`src/rtl/mem_access_arbiter.sv`:
```
// Shares the single RAM port between instruction fetch and data access.
// One grant at a time, alternating priority, with a watchdog and sticky fault.
module mem_access_arbiter #(
    parameter int MAX_WAIT = 16,
    parameter int CNT_W    = 5
) (
    input  logic        CLK,
    input  logic        RST,
    input  logic        iREN,
    input  logic [31:0] iaddr,
    input  logic        dREN,
    input  logic        dWEN,
    input  logic [31:0] daddr,
    input  logic [31:0] dstore,
    input  logic        halt,
    input  logic [1:0]  ramstate,
    input  logic [31:0] ramload,
    output logic        ihit,
    output logic [31:0] iload,
    output logic        dhit,
    output logic [31:0] dload,
    output logic        ramREN,
    output logic        ramWEN,
    output logic [31:0] ramaddr,
    output logic [31:0] ramstore,
    output logic        fault
);

    localparam logic [1:0] S_IDLE  = 2'd0;
    localparam logic [1:0] S_IGNT  = 2'd1;
    localparam logic [1:0] S_DGNT  = 2'd2;
    localparam logic [1:0] S_FAULT = 2'd3;

    localparam logic [1:0] RAM_ACCESS = 2'd2;
    localparam logic [1:0] RAM_ERROR  = 2'd3;

    localparam logic [CNT_W-1:0] WAIT_LAST = CNT_W'(MAX_WAIT - 1);

    logic [1:0]       state, next_state;
    logic             last_d, next_last_d;
    logic [CNT_W-1:0] wcnt, next_wcnt;

    logic ip, dp, i_live, d_live, ram_access, ram_error;

    // Ties go to whichever side did not complete last.
    function automatic logic [1:0] grant_select(input logic ip_f, input logic dp_f,
                                                input logic ld);
        if (ip_f && dp_f) return ld ? S_IGNT : S_DGNT;
        else if (dp_f)    return S_DGNT;
        else if (ip_f)    return S_IGNT;
        else              return S_IDLE;
    endfunction

    assign ip         = iREN & ~halt;
    assign dp         = dREN | dWEN;
    assign i_live     = (state == S_IGNT) & iREN;
    assign d_live     = (state == S_DGNT) & dp;
    assign ram_access = (ramstate == RAM_ACCESS);
    assign ram_error  = (ramstate == RAM_ERROR);

    // A granted requester that drops its strobe releases the RAM in the same cycle.
    always_comb begin
        ihit     = i_live & ram_access;
        dhit     = d_live & ram_access;
        iload    = ihit ? ramload : 32'd0;
        dload    = (dhit && !dWEN) ? ramload : 32'd0;
        ramREN   = i_live | (d_live & ~dWEN);
        ramWEN   = d_live & dWEN;
        ramstore = (d_live && dWEN) ? dstore : 32'd0;
        fault    = (state == S_FAULT);
        ramaddr  = 32'd0;
        if (state == S_IGNT)      ramaddr = iaddr;
        else if (state == S_DGNT) ramaddr = daddr;
    end

    always_comb begin
        next_state  = state;
        next_last_d = last_d;
        next_wcnt   = wcnt;
        case (state)
            S_IDLE: begin
                next_state = grant_select(ip, dp, last_d);
                next_wcnt  = '0;
            end
            S_IGNT, S_DGNT: begin
                if (ram_error) begin
                    next_state = S_FAULT;
                end else if (ihit || dhit) begin
                    next_last_d = dhit;
                    next_state  = grant_select(ip, dp, dhit);
                    next_wcnt   = '0;
                end else if (!(i_live || d_live)) begin
                    next_state = grant_select(ip, dp, last_d);
                    next_wcnt  = '0;
                end else if (wcnt == WAIT_LAST) begin
                    next_state = S_FAULT;
                end else begin
                    next_wcnt = wcnt + 1'b1;
                end
            end
            default: next_state = S_FAULT;
        endcase
    end

    always_ff @(posedge CLK or posedge RST) begin
        if (RST) begin
            state  <= S_IDLE;
            last_d <= 1'b0;
            wcnt   <= '0;
        end else begin
            state  <= next_state;
            last_d <= next_last_d;
            wcnt   <= next_wcnt;
        end
    end

endmodule
```
`config.mk`:
```
export PLATFORM = sky130hd
export DESIGN_NAME = mem_access_arbiter
export DESIGN_NICKNAME = d
export VERILOG_FILES = /design/src/rtl/mem_access_arbiter.sv
export SDC_FILE = /design/constraint.sdc
export NUM_CORES = 1
export LEC_CHECK = 0
export CAP_MARGIN = 20
export CORE_AREA = 2 2 104 106
export DETAILED_ROUTE_END_ITERATION = 16
export DIE_AREA = 0 0 106 108
export DONT_BUFFER_PORTS = 1
export PLACE_DENSITY_LB_ADDON = 0.08
export RECOVER_POWER = 50
export SLEW_MARGIN = 5
export SYNTH_ARGS = -nofsm -noshare
export SYNTH_HDL_FRONTEND = slang
export SYNTH_SLANG_ARGS = --single-unit
```
`constraint.sdc`:
```
create_clock -name CLK -period 1.75 [get_ports CLK]
set_input_delay 0.35 -clock CLK [delete_from_list [all_inputs] [get_ports CLK]]
set_output_delay 0.35 -clock CLK [all_outputs]
set_load 0.03 [all_outputs]
```
==> results.sh <==
export IMPL_ys_ff_latch=8
export IMPL_cts_clk_slew_worst_paths_ns=0.04
export IMPL_postSynthCellCount=227
export IMPL_timing_final_crit_share_pct=116.3
export IMPL_numCtsBuffers=3
export IMPL_cp_end_kind="output port"
export IMPL_place_congestion=0.7993
export IMPL_clock_fmax_ghz=0.4914
export IMPL_cts_root_buf="clkbuf_8"
export IMPL_worst_slack_ns=-0.2849
export IMPL_drtPass1Iterations=4
export IMPL_setup_tns_ns=-29.97
export IMPL_final_cells=436
export IMPL_dpl_hpwl_mm=6.408
export IMPL_hp_class="in -> reg"
export IMPL_syn_area_mm2=0.001677
export IMPL_drtAntennaViolNets=0
export IMPL_hold_violations=0
export IMPL_row_count=37
export IMPL_io_buffer_count=0
export IMPL_setup_viol=134
export IMPL_cts_tree="done"
export IMPL_wl_per_cell_um=19.85
export IMPL_avgSynthCellArea_um2=7.386
export IMPL_grt_pass1_wl_mm=11.70
export IMPL_io_pins=269
export IMPL_synth_nets=369
export IMPL_vias_per_cell=4.814
export IMPL_insertion_delay_ns=0.23
export IMPL_tightest_slew_ns=0.4640
export IMPL_max_cap_viol_count=0
export IMPL_multi_input_comb_area_mm2=0.001937
export IMPL_grtUsageTotal_pct=13.01
export IMPL_yosys_warnings=0
export IMPL_fill_cells=1047
export IMPL_first_iter_violations=56
export IMPL_grt_antenna_before_repair=0
export IMPL_violations="negative setup slack"
export IMPL_critPathRequiredTime_ns=1.40
export IMPL_placed_cells=411
export IMPL_seq_area_um2=202.7
export IMPL_area_growth_pct=110.4
export IMPL_final_common_cell="and2_4"
export IMPL_rsz0062_at_grt="yes"
export IMPL_num_antenna_cells=0
export IMPL_core_area_mm2=0.01023
export IMPL_dieArea_mm2=0.01145
export IMPL_synth_yosys_seq_area_share_pct=11.94
export IMPL_final_core_util_pct=34.49
export IMPL_drt_wl_total_mm=8.654
export IMPL_path_class="reg -> out"
export IMPL_layout_common_cells="64 x and2_4, 48 x buf_6, 30 x a22o_4"
export IMPL_drc=0
export IMPL_clk_path_buf_depth=2
export IMPL_slew_violations=0
export IMPL_die_w_um=106
export IMPL_slew_headroom_pct=69.00
export IMPL_drive_above_1_share_pct=74.67
export IMPL_start_util_pct=16.39
export IMPL_skew_ns=0.006200
export IMPL_cts_max_level=1
export IMPL_nNetsFinal=444
export IMPL_power_density_mw_per_mm2=1590
export IMPL_grt_max_degree=40
export IMPL_status="finished, violations left"
export IMPL_ir_worst_vdd_v=0.001185
export IMPL_grt_pass1_vias=2041
export IMPL_fp_dieH_um=108
export IMPL_p_leak_nw=1.651
export IMPL_num_vias=2099
export IMPL_clock_sinks=8
export IMPL_crit_path_start_kind="flop"
export IMPL_grt_overflow=0
export IMPL_period_needed_ns=2.035
export IMPL_worstPathArrival_ns=1.68
export IMPL_synth_distinct_cells=39
export IMPL_crit_fanout=5
## worst max-delay path, cell delays in order (launching register included)
cell and delay [ns]:
dfrtp_2 0.43, inv_2 0.10, ha_4 0.16, and4b_4 0.31
buf_12 0.14, clkbuf_16 0.13, and2_4 0.19
## logic make-up after synthesis
| family | after synthesis | synth area share (%) |
|---|---|---|
| AO/OA/AOI/OAI | 59 | 29.33 |
| multiplexers | 1 | 0.5970 |
| adder cells (fa/ha/maj) | 6 | 4.477 |
| buffers and inverters | 31 | 8.359 |
| flip-flops | 8 | 11.94 |
| AND/OR/NAND/NOR | 122 | 45.30 |
## sequential cells by signal (all words and copies together), names as in the netlist
name	flops
state	2
wcnt	5
last_d	1
## cell type report
| cell class | count | share of cell area, % |
|---|---|---|
| Sequential cell | 8 | 5.745 |
| Multi-Input combinational cell | 188 | 54.89 |
| Inverter | 7 | 0.8156 |
| Timing Repair Buffer | 94 | 32.55 |
| Clock buffer | 3 | 1.170 |
| Tap cell | 136 | 4.823 |
## final timing paths
kind                        startpoint        to  slack [ns]  cells after the start
hold / removal             ramstate[1]  state[0]        0.38                      2
max in group asynchronous          RST  state[1]        0.91                      2
hold reg to reg                wcnt[3]   wcnt[3]        0.51                      1
min in group asynchronous          RST   wcnt[0]        0.54                      2
setup reg to reg              state[1]  state[1]       -0.10                      9
setup / recovery              state[1]  iload[9]       -0.28                      6
## cell usage after synthesis, drive strengths merged
library cell	instances	share of area (%)
o211ai	3	1.3
nand3	2	0.60
and2	67	25
o21a	1	0.45
and4b	1	0.60
nand4b	1	0.52
nor2	2	0.45
o41a	1	0.67
and3	34	13
nand2	3	0.67
o2bb2ai	2	1.0
dfrtp	8	12
a21oi	4	1.2
or4	1	0.45
ha	6	4.5
a22o	33	17
inv	7	1.6
nor2b	3	1.1
o311ai	1	0.97
a311oi	1	0.52
o21ai	5	1.5
a31o	1	0.52
nor4	1	0.37
o211a	1	0.60
o2111ai	1	0.90
nand2b	3	1.1
buf	12	4.1
a211oi	3	1.6
nand4	1	0.37
nand3b	1	0.45
clkbuf	12	2.7
nor3	2	0.90
a31oi	2	0.75
mux2i	1	0.60
## power breakdown
part / internal [mW] / switching (mW)
combinational: 2.44 / 2.64
sequential: 0.242 / 0.0621
clock: 0.149 / 0.0764
total: 2.83 / 2.78
## routing by layer
layer  part of all wire (%)  track usage, %  wire (um)  vias to the layer above
met1                     39           15.69       3351                      984
met4                   0.73           1.222         63                        0
li1                       -               -          -                      972
met3                    7.5           2.893        651                        6
met2                     53           24.47       4587                      137
met5                      0               0          0                        -
## per-stage QoR
stage,hold WS [ns],setup slack (ns),total power [mW],instance area (um^2)
finish,0.3791,-0.2849,5.609,3528
global placement,0.2369,-0.1081,4.280,2764
detailed placement,0.2363,-0.1207,4.250,2764
global route,0.3817,-0.3428,5.896,3528
CTS,0.3684,-0.2825,5.242,3256
floorplan,0.1657,-0.02683,3.344,2177
## repair_timing
item                                    4_1_cts  5_1_grt
pin swaps                                     7       16
gates cloned                                  3        6
buffers inserted                              9        5
endpoints found under the hold margin         8        0
resized for setup                            68       26
hold buffers                                  1        0
endpoints found under the setup margin      137      141
Power figures use the tool's default switching activity.
